[config.mk]
export PLATFORM = sky130hd
export DESIGN_NAME = addsub_arbiter
export DESIGN_NICKNAME = d
export VERILOG_FILES = /design/src/rtl/addsub_arbiter.sv
export SDC_FILE = /design/constraint.sdc
export NUM_CORES = 1
export LEC_CHECK = 0
export ABC_AREA = 1
export ABC_CLOCK_PERIOD_IN_PS = 1800
export BUFFER_PORTS_ARGS = -buffer_cell sky130_fd_sc_hd__clkbuf_2
export CORE_MARGIN = 2
export CORE_UTILIZATION = 30
export CTS_CLUSTER_SIZE = 25
export DETAILED_ROUTE_END_ITERATION = 6
export PLACE_DENSITY = 0.58
export SLEW_MARGIN = 20
export SYNTH_ARGS = -nofsm -noshare
export SYNTH_HDL_FRONTEND = slang
export SYNTH_SLANG_ARGS = --single-unit
[constraint.sdc]
create_clock -name clk -period 1.8 [get_ports clk]
set_input_delay 0 -clock clk [delete_from_list [all_inputs] [get_ports clk]]
set_output_delay 0 -clock clk [all_outputs]
set_load 0.01 [all_outputs]
[src/rtl/addsub_arbiter.sv]
// addsub_arbiter: round-robin scheduler sharing one external add/sub unit between two requesters
module addsub_arbiter #(
    parameter int WIDTH = 8
) (
    input  logic             clk,
    input  logic             rst,
    input  logic             r0_req,
    input  logic [WIDTH-1:0] r0_x,
    input  logic [WIDTH-1:0] r0_y,
    input  logic             r0_sub,
    output logic             r0_gnt,
    output logic             r0_done,
    input  logic             r1_req,
    input  logic [WIDTH-1:0] r1_x,
    input  logic [WIDTH-1:0] r1_y,
    input  logic             r1_sub,
    output logic             r1_gnt,
    output logic             r1_done,
    output logic [WIDTH-1:0] au_x,
    output logic [WIDTH-1:0] au_y,
    output logic             au_select,
    input  logic [WIDTH-1:0] au_ans,
    input  logic             au_cout,
    output logic [WIDTH-1:0] res,
    output logic             res_cout,
    output logic             res_ovf,
    output logic             busy
);
    typedef enum logic {IDLE, ISSUE} state_t;
    state_t state, state_n;
    logic   last_grant, pick1, any_req, ovf;
    always_comb begin
        any_req = r0_req || r1_req;
        pick1   = r1_req && (!r0_req || !last_grant);
        state_n = (state == IDLE && any_req) ? ISSUE : IDLE;
        ovf     = (au_x[WIDTH-1] == (au_y[WIDTH-1] ^ au_select)) && (au_ans[WIDTH-1] != au_x[WIDTH-1]);
    end
    always_ff @(posedge clk) begin
        if (rst) state <= IDLE;
        else     state <= state_n;
    end
    always_ff @(posedge clk) begin
        if (rst) begin
            au_x       <= '0;
            au_y       <= '0;
            au_select  <= 1'b0;
            res        <= '0;
            res_cout   <= 1'b0;
            res_ovf    <= 1'b0;
            last_grant <= 1'b1;
            r0_done    <= 1'b0;
            r1_done    <= 1'b0;
        end else begin
            r0_done <= 1'b0;
            r1_done <= 1'b0;
            if (state == IDLE && any_req) begin
                au_x       <= pick1 ? r1_x : r0_x;
                au_y       <= pick1 ? r1_y : r0_y;
                au_select  <= pick1 ? r1_sub : r0_sub;
                last_grant <= pick1;
            end
            if (state == ISSUE) begin
                res      <= au_ans;
                res_cout <= au_cout;
                res_ovf  <= ovf;
                r0_done  <= !last_grant;
                r1_done  <= last_grant;
            end
        end
    end
    assign busy   = (state == ISSUE);
    assign r0_gnt = busy && !last_grant;
    assign r1_gnt = busy && last_grant;
endmodule

==> results of run 1 <==
==> per-layer routing <==
layer  part of all wire  GRT usage  up-vias  wire length (µm)
li1                   -          -      846                 -
met1               0.46      0.173      632              1670
met2               0.45      0.226       56              1630
met3              0.085     0.0583        4               307
met4             0.0058     0.0397        0                21
met5                  0          0        -                 0
==> state kept, by name, summed over array words and instances (netlist names) <==
name        cells
au_select       1
au_x            8
au_y            8
busy            1
last_grant      1
r0_done         1
r1_done         1
res             8
res_cout        1
res_ovf         1
==> through the flow <==
step	std cells	utilization	hold WS, ns	total power, µW	cell area (µm²)
after floorplan	220	-	0.0724	1040	1480
after global placement	355	0.394	0.225	1170	1880
after detailed placement	355	0.394	0.231	1170	1880
after CTS	373	0.440	0.0200	1890	2090
after global routing	373	0.440	0.0441	1980	2090
final	373	0.440	0.0283	1870	2090
==> timing repair <==
action | CTS | global route
hold endpoints to repair | 12 | 0
buffers inserted | 0 | 0
hold buffers | 10 | 0
==> cell type report <==
class / instances / share of cell area
inverter: 26 / 0.0466
sequential: 31 / 0.296
clock buffer: 6 / 0.0395
tap: 67 / 0.0400
clock inverter: 2 / 0.0167
multi-input combinational: 151 / 0.319
timing repair buffer: 90 / 0.241
==> final timing paths <==
kind / end / startpoint / slack, ns
worst min register to register: res[6] / res[6] / 0.50
worst max-delay path: r0_gnt / busy / 0.55
worst max register to register: au_y[6] / last_grant / 0.56
worst min-delay path: au_x[5] / r0_x[5] / 0.03
==> power groups by stage <==
stage	combinational (µW)	sequential (µW)	clock [µW]
after detailed placement	366	805	0
after global routing	434	797	747
after CTS	383	790	718
final	377	789	702
after global placement	363	805	0
after floorplan	213	826	0
==> layout by cell type (no fill, tap or decap), drive strengths merged, types with 2 or more instances in the layout <==
cell,instances
nand2,26
dfxtp,31
clkbuf,84
nor2,76
dlygate4sd3,10
o21ai,26
buf,2
nand3,20
inv,26
==> cells by family (layout without fill, tap and decap cells) <==
kind of cell | after synthesis | count (layout) | share of synthesized area
buf+inv | 38 | 124 | 0.131
flops | 31 | 31 | 0.419
simple gates | 123 | 123 | 0.347
compound gates | 28 | 28 | 0.104
==> worst min-delay path, cell delays in order <==
cell      delay (ns)
clkbuf_2        0.08
inv_1           0.04
nor2_1          0.03
nor2_1          0.08
nor2_1          0.04
==> metrics.md, run 1 <==
| Metric | Value |
|---|---|
| Layout cell share with drive strength beyond 1 | 0.301 |
| Tmin final | 1.25 ns |
| Die W | 74.3 µm |
| Post-Syn Nets | about 270 |
| # resized after CTS | 0 |
| H-tree depth | 2 |
| Final max-slew violation count | 0 |
| Max cap viols | 0 |
| Setup CP Type | reg2out |
| Highest-delay cell along the critical path | dfxtp_1 |
| HP Class | in2reg |
| CP required | around 1.8 ns |
| Period utilisation layout | 0.694 |
| Fin. Hold Viols | 0 |
| Initial antenna violation count | 0 |
| Net switching power | 504 µW |
| Critical Path Max Stage Delay | ~0.46 ns |
| Area of the multi-input gates | between 600 and 700 µm² |
| Synth Register Bits | 31 |
| Area grow syn2layout | 41.2% |
| GP Congestion | around 0.7 |
| Worst Path Max Fanout | 11 |
| First-pass GRT wire length | around 5900 µm |
| Synth top area cells | dfxtp_1, nor2_1, nand3_1 |
| Grt total ovfl | 0 |
| Clock power frac | 0.376 |
| Deepest clock path buffer count | 2 |
| VDD IR max | roughly 0.43 mV |
| Initial DRC Count | 46 |
| CTS Buf Count | 5 |
| Max Fclk | between 800 and 900 MHz |
| Synth Instances | 220 |
| Top-area cell type share of the netlist area | 0.419 |
| Stages on worst setup path | 3 |
| Top cell type by total area after synthesis | dfxtp_1 |
| Sequential power share | 0.422 |
| Root Driver | clkbuf_8 |
| Worst Setup Slack post-DPL | between 0.5 and 0.6 ns |
| # DRC | 0 |
| Status | completed |
| PwrDens | 892 nW/µm² |
| WHS Path Cells | 5 |
| Clk Latency, worst-skew pair | between 0.2 and 0.3 ns |
| Synth Warn # | 0 |
| Routed len/inst | between 9 and 10 µm |
| Critical path's top delay family | flip-flops |
| Worst Max-Slew Pin Slew | around 0.51 ns |
| Port buffer count | between 70 and 80 |
| Crit path DAT | approximately 1.3 ns |
| Num rows | 25 |
| Worst path bufs/invs | 2 |
| Top cells by count, synth | nor2_1, dfxtp_1, inv_1 |
| Nets | 352 |
| Fill cells | 519 |
| Post-synth ARST share | 0 |
| Die Y | roughly 74 µm |
| # diodes | 0 |
| Crit end category | output pin |
| Setup ws final | about 0.55 ns |
| Syn Std Cell Area | 1480 µm² |
| CTS tree | done |
| RSZ-0062 raised after global routing | false |
| Avg Inst Size Synth | 6.74 µm² |
| CP Launch Type | flip-flop |
| Standby leakage power | ~0.0011 µW |
| Setup Skew | 0.000798 ns |
| Reg area | slightly above 600 µm² |
| Yosys cell types | 17 |
| Core area | 4750 µm² |
| Most common cell in the netlist | nor2_1 |
| Vias per cell | just over 4 |
| Gr usage total | 0.140 |
| Slew headroom | 0.661 |
| Post-synth EDFFs | 0 |
| Reg2Reg Depth | 5 |
| Antenna-violating nets left | 0 |
| I/O Pins | a little under 80 |
| Pint | roughly 1400 µW |
| Pin count of the biggest net entering global routing | 36 |
| Commonest register cell after synthesis | dfxtp_1 |
| Initial core utilization | 0.312 |
| # setup viols final | 0 |
| Crit path cell chain | inv_1, nor2_1, clkbuf_2 |
| DPL Wire Length | 2550 µm |
| Die ar. | roughly 5500 µm² |
| Vias in the first global route | ~1400 |
| Sequential-to-total area share from yosys stat | 0.419 |
| Drt pass-1 iters | 4 |
| Clock sink total | 31 |
| Clock slew at reported path FFs | around 0.06 ns |
| Combinational share of power | 0.202 |
| WL final | 3630 µm |
| Via count | between 1500 and 2000 |
| Sw frac | 0.270 |
| Final setup TNS | 0 ns |
No activity file was read; power rests on OpenSTA's default activity.
==> run 2, diff against run 1 <==
--- a/config.mk
+++ b/config.mk
@@ -5,14 +5,14 @@
 export SDC_FILE = /design/constraint.sdc
 export NUM_CORES = 1
 export LEC_CHECK = 0
-export ABC_AREA = 1
-export ABC_CLOCK_PERIOD_IN_PS = 1800
+export ABC_AREA = 0
+export ABC_CLOCK_PERIOD_IN_PS = 1300
 export BUFFER_PORTS_ARGS = -buffer_cell sky130_fd_sc_hd__clkbuf_2
 export CORE_MARGIN = 2
 export CORE_UTILIZATION = 30
 export CTS_CLUSTER_SIZE = 25
 export DETAILED_ROUTE_END_ITERATION = 6
-export PLACE_DENSITY = 0.58
+export PLACE_DENSITY = 0.59
 export SLEW_MARGIN = 20
 export SYNTH_ARGS = -nofsm -noshare
 export SYNTH_HDL_FRONTEND = slang
==> constraint.sdc (replaced) <==
create_clock -name clk -period 1.3 [get_ports clk]
set_input_delay 0 -clock clk [delete_from_list [all_inputs] [get_ports clk]]
set_output_delay 0 -clock clk [all_outputs]
set_load 0.01 [all_outputs]
==> metrics.md, run 2 <==
| Metric | Value |
|---|---|
| Status | completed |
| Standby leakage power | 0.00114 µW |
| Commonest register cell after synthesis | dfxtp_1 |
| Final setup TNS | 0 ns |
| Root Driver | clkbuf_8 |
| Worst Setup Slack post-DPL | approximately 0.18 ns |
| Die ar. | approximately 5400 µm² |
| Final max-slew violation count | 0 |
| Crit path DAT | roughly 1.2 ns |
| Top cells by count, synth | nand2_1, dfxtp_1, nor2_1 |
| Core area | around 4700 µm² |
| Reg2Reg Depth | 4 |
| Crit end category | output pin |
| Period utilisation layout | 0.893 |
| Initial core utilization | 0.309 |
| Clock sink total | 31 |
| Routed len/inst | ~12 µm |
| Deepest clock path buffer count | 2 |
| Vias in the first global route | between 1000 and 1500 |
| Top-area cell type share of the netlist area | 0.428 |
| DPL Wire Length | about 2400 µm |
| Synth Area in Simple Gates | 0.223 |
| Yosys cell types | 25 |
| Initial antenna violation count | 0 |
| Sequential-to-total area share from yosys stat | 0.428 |
| CP Launch Type | flip-flop |
| CP required | about 1.3 ns |
| Clk Latency, worst-skew pair | roughly 0.28 ns |
| Max cap viols | 0 |
| Die Y | 73.5 µm |
| Gr usage total | 0.153 |
| Most frequent cells in the layout | clkbuf_2, dlygate4sd3_1, nand2_1, dfxtp_1, nor2_1 |
| Largest regs | au_x x8, au_y x8, res x8 |
| Post-synthesis compound-gate area fraction | 0.195 |
| Worst Path Max Fanout | 18 |
| VDD IR max | between 0.3 and 0.4 mV |
| Setup Skew | ~0.0042 ns |
| Drt pass-1 iters | 3 |
| Worst Max-Slew Pin Slew | 0.231 ns |
| Antenna-violating nets left | 0 |
| Port buffer count | 78 |
| Most common cell in the netlist | nand2_1 |
| # setup viols final | 0 |
| Top cell type by total area after synthesis | dfxtp_1 |
| Layout cell share with drive strength beyond 1 | 0.436 |
| CTS tree | done |
| PwrDens | 1050 nW/µm² |
| Largest family of logic cells by synthesized area | simple AND/OR/NAND/NOR gates |
| Synth top area cells | dfxtp_1, a311oi_2, nand2_1 |
| Clock slew at reported path FFs | 0.06 ns |
| Slew headroom | 0.846 |
| Post-Syn Nets | between 150 and 200 |
| Post-Synth XOR/XNOR Area | 0.00604 |
| Post-synth ARST share | 0 |
| Setup CP Type | reg2out |
| Tmin final | between 1 and 1.5 ns |
| Fin. Hold Viols | 0 |
| Grt total ovfl | 0 |
| Initial DRC Count | 36 |
| HP Class | in2reg |
| Synth Register Bits | 31 |
| WL final | 3880 µm |
| Synth Area in Adders | 0 |
| Mux cell area share after synthesis | 0.0690 |
| Vias per cell | 4.45 |
| WHS Path Cells | 4 |
| Die W | between 70 and 80 µm |
| Synth Warn # | 0 |
| Avg Inst Size Synth | 9.80 µm² |
| Max Fclk | approximately 860 MHz |
| Total power | between 2000 and 3000 µW |
| H-tree depth | 2 |
| Post-synth EDFFs | 0 |
| First-pass GRT wire length | between 6000 and 7000 µm |
| CTS Buf Count | 5 |
| Synth Instances | 148 |
| RSZ-0062 raised after global routing | false |
| Via count | approximately 1500 |
| I/O Pins | roughly 80 |
| Area grow syn2layout | 68.5% |
| Syn Std Cell Area | roughly 1500 µm² |
| Pin count of the biggest net entering global routing | 22 |
| Num rows | 25 |
| Nets | approximately 320 |
| # DRC | 0 |
| Most common cell after layout, fill and taps aside | clkbuf_2 |
| # diodes | 0 |
| GP Congestion | 0.683 |
| Setup ws final | 0.139 ns |
-- run 2: kinds of logic (layout without fill, tap and decap cells) --
group / after synthesis / count (layout)
compound gates: 22 / 22
xor+xnor: 1 / 1
buf+inv: 13 / 138
flops: 31 / 31
mux: 10 / 10
simple gates: 71 / 71
-- run 2: critical path, stage by stage, from the launching register on --
cell and delay (ns):
dfxtp_1 0.33, buf_4 0.26, nor2b_1 0.16, clkbuf_2 0.13
-- run 2: repair_timing --
action                    4_1_cts  5_1_grt
hold endpoints to repair       26        0
gates resized for setup         0        0
buffers inserted                0        0
hold buffers                   44        0
-- run 2: metrics by stage --
step	util	area, µm²	hold slack (ns)	instances
after floorplan	-	1450	0.147	148
after global placement	0.406	1900	0.241	275
after detailed placement	0.406	1900	0.247	275
after CTS	0.521	2440	0.0885	327
after global routing	0.521	2440	0.133	327
final	0.521	2440	0.101	327
-- run 2: path summary, 6_finish.rpt --
check | from | end | slack, ns
min reg2reg | res_ovf | res_ovf | 0.48
min | r0_req | last_grant | 0.10
max | busy | r0_gnt | 0.14
max reg2reg | last_grant | au_x[7] | 0.19
-- run 2: per-layer routing --
metal | global-route usage | up-vias | routed length [µm] | part of all wire
li1 | - | 749 | - | -
met1 | 0.169 | 639 | 1660 | 0.43
met2 | 0.262 | 56 | 1880 | 0.48
met3 | 0.0508 | 10 | 251 | 0.065
met4 | 0.0707 | 0 | 94 | 0.024
met5 | 0 | - | 0 | 0
-- run 2: cell type report --
| type | instances | area, µm² |
|---|---|---|
| Clock buffer | 8 | 100 |
| Fill cell | 427 | 2250 |
| Multi-Input combinational cell | 104 | 714 |
| Sequential cell | 31 | 621 |
| Tap cell | 54 | 67.6 |
| Timing Repair Buffer | 130 | 941 |
-- run 2: power by group --
part           switching, µW  internal (µW)  total [µW]
Sequential              50.9           1030        1080
Combinational            297            359         656
Clock                    342            483         825
==> run 3, diff against run 2 <==
--- a/config.mk
+++ b/config.mk
@@ -10,6 +10,7 @@
 export BUFFER_PORTS_ARGS = -buffer_cell sky130_fd_sc_hd__clkbuf_2
 export CORE_MARGIN = 2
 export CORE_UTILIZATION = 30
+export CTS_BUF_LIST = sky130_fd_sc_hd__clkbuf_8
 export CTS_CLUSTER_SIZE = 25
 export DETAILED_ROUTE_END_ITERATION = 6
 export PLACE_DENSITY = 0.59
==> metrics.md, run 3 (synthesis results as in run 2) <==
| Metric | Value |
|---|---|
| Core area | approximately 4700 µm² |
| CP Launch Type | flip-flop |
| Fill cells | about 430 |
| Placement Cell Area | between 1500 and 2000 µm² |
| Grt total ovfl | 0 |
| Layout cell share with drive strength beyond 1 | 0.436 |
| Crit end category | output pin |
| Period utilisation layout | 0.893 |
| Setup CP Type | reg2out |
| Setup Skew | 0.00400 ns |
| Vias in the first global route | 1419 |
| PwrDens | about 1000 nW/µm² |
| Worst Max-Slew Pin Slew | between 0.2 and 0.25 ns |
| Via count | between 1000 and 1500 |
| # diodes | 0 |
| CTS tree | done |
| Initial DRC Count | 36 |
| Max Fclk | 862 MHz |
| Critical Path Max Stage Delay | roughly 0.33 ns |
| Worst Path Max Fanout | 18 |
| Worst path bufs/invs | 2 |
| Status | completed |
| Deepest clock path buffer count | 2 |
| # DRC | 0 |
| First-pass GRT wire length | 6200 µm |
| Max cap viols | 0 |
| Setup repair bufs after CTS | 0 |
| Final instance area | approximately 2400 µm² |
| Post-layout util | 0.521 |
| Initial antenna violation count | 0 |
| CP required | ~1.3 ns |
| Clock sink total | 31 |
| Highest-delay cell along the critical path | dfxtp_1 |
| Final max-slew violation count | 0 |
| Nets | roughly 320 |
| H-tree depth | 2 |
| Vias per cell | ~4.4 |
| Clock slew at reported path FFs | around 0.06 ns |
| WL final | 3880 µm |
| Standby leakage power | between 0.001 and 0.0015 µW |
| Fin. Hold Viols | 0 |
| HP Start | r0_req |
| HP Class | in2reg |
| # resized after CTS | 0 |
| Largest regs | au_x x8, au_y x8, res x8 |
| Crit path DAT | between 1 and 1.5 ns |
| Final setup TNS | 0 ns |
| VDD IR max | around 0.34 mV |
| Die Y | approximately 74 µm |
| Critical path's top delay family | buffers and inverters |
| Port buffer count | roughly 80 |
| Clk Latency, worst-skew pair | around 0.28 ns |
| Most frequent cells in the layout | clkbuf_2, dlygate4sd3_1, nand2_1, dfxtp_1, nor2_1 |
| GP Congestion | approximately 0.68 |
| Antenna-violating nets left | 0 |
| Root Driver | clkbuf_8 |
| RSZ-0062 raised after global routing | false |
| Num rows | 25 |
| Initial core utilization | 0.309 |
| # setup viols final | 0 |
| DPL Wire Length | between 2000 and 2500 µm |
| CP startpoint | busy |
| Routed len/inst | around 12 µm |
| Area grow syn2layout | 68.5% |
| Pin count of the biggest net entering global routing | 22 |
| Die W | around 74 µm |
| Gr usage total | 0.153 |
| Worst r2r src | last_grant |
| Drt pass-1 iters | 3 |
| Crit path cell chain | buf_4, nor2b_1, clkbuf_2 |
| CTS Buf Count | 5 |
| Tmin final | ~1.2 ns |
| Most common cell after layout, fill and taps aside | clkbuf_2 |
| Hold buffers post-CTS | 44 |
| Die ar. | around 5400 µm² |
| Slew headroom | 0.846 |
| I/O Pins | between 70 and 80 |
## run 3: changes by cell type in the layout (fill, tap and decap cells not counted), sizes merged
cell / change
inv: +1
clkbuf: -1
## run 3: worst paths after layout
| check | to | slack, ns | cells past startpoint |
|---|---|---|---|
| worst max-delay path | r0_gnt | 0.14 | 3 |
| worst min-delay path | last_grant | 0.10 | 4 |
| worst max register to register | au_x[7] | 0.19 | 4 |
| worst min register to register | res_ovf | 0.48 | 2 |
## run 3: tightest hold or removal path, delay by kind of cell
family / cells / cell delay [ns]
AND/OR/NAND/NOR: 2 / 0.14
AO/OA/AOI/OAI: 1 / 0.07
buffers and inverters: 1 / 0.14
## run 3: final cells by class
cell class	count	area, µm²	share of cell area
sequential	31	621	0.254
timing repair buffer	130	941	0.385
clock buffer	7	96.3	0.0394
tap	54	67.6	0.0276
multi-input combinational	104	714	0.292
clock inverter	1	3.75	0.00154
## run 3: where the power goes
| part | switching [µW] | internal (µW) |
|---|---|---|
| clock network | 343 | 475 |
| registers | 50.9 | 1030 |
| logic | 297 | 359 |
## run 3: stage by stage
stage	instances	setup WS, ns	hold WS, ns	power (µW)
floorplan	148	0.0429	0.147	1460
global placement	275	0.228	0.241	1650
detailed placement	275	0.178	0.247	1660
CTS	327	0.109	0.0885	2600
global route	327	0.0575	0.133	2720
finish	327	0.139	0.101	2560
## run 3: metal layers
layer / share of wire / global-route usage / vias to the layer above
met3: 0.065 / 0.0508 / 10
li1: - / - / 749
met1: 0.43 / 0.169 / 639
met5: 0 / 0 / -
met2: 0.48 / 0.262 / 56
met4: 0.024 / 0.0707 / 0
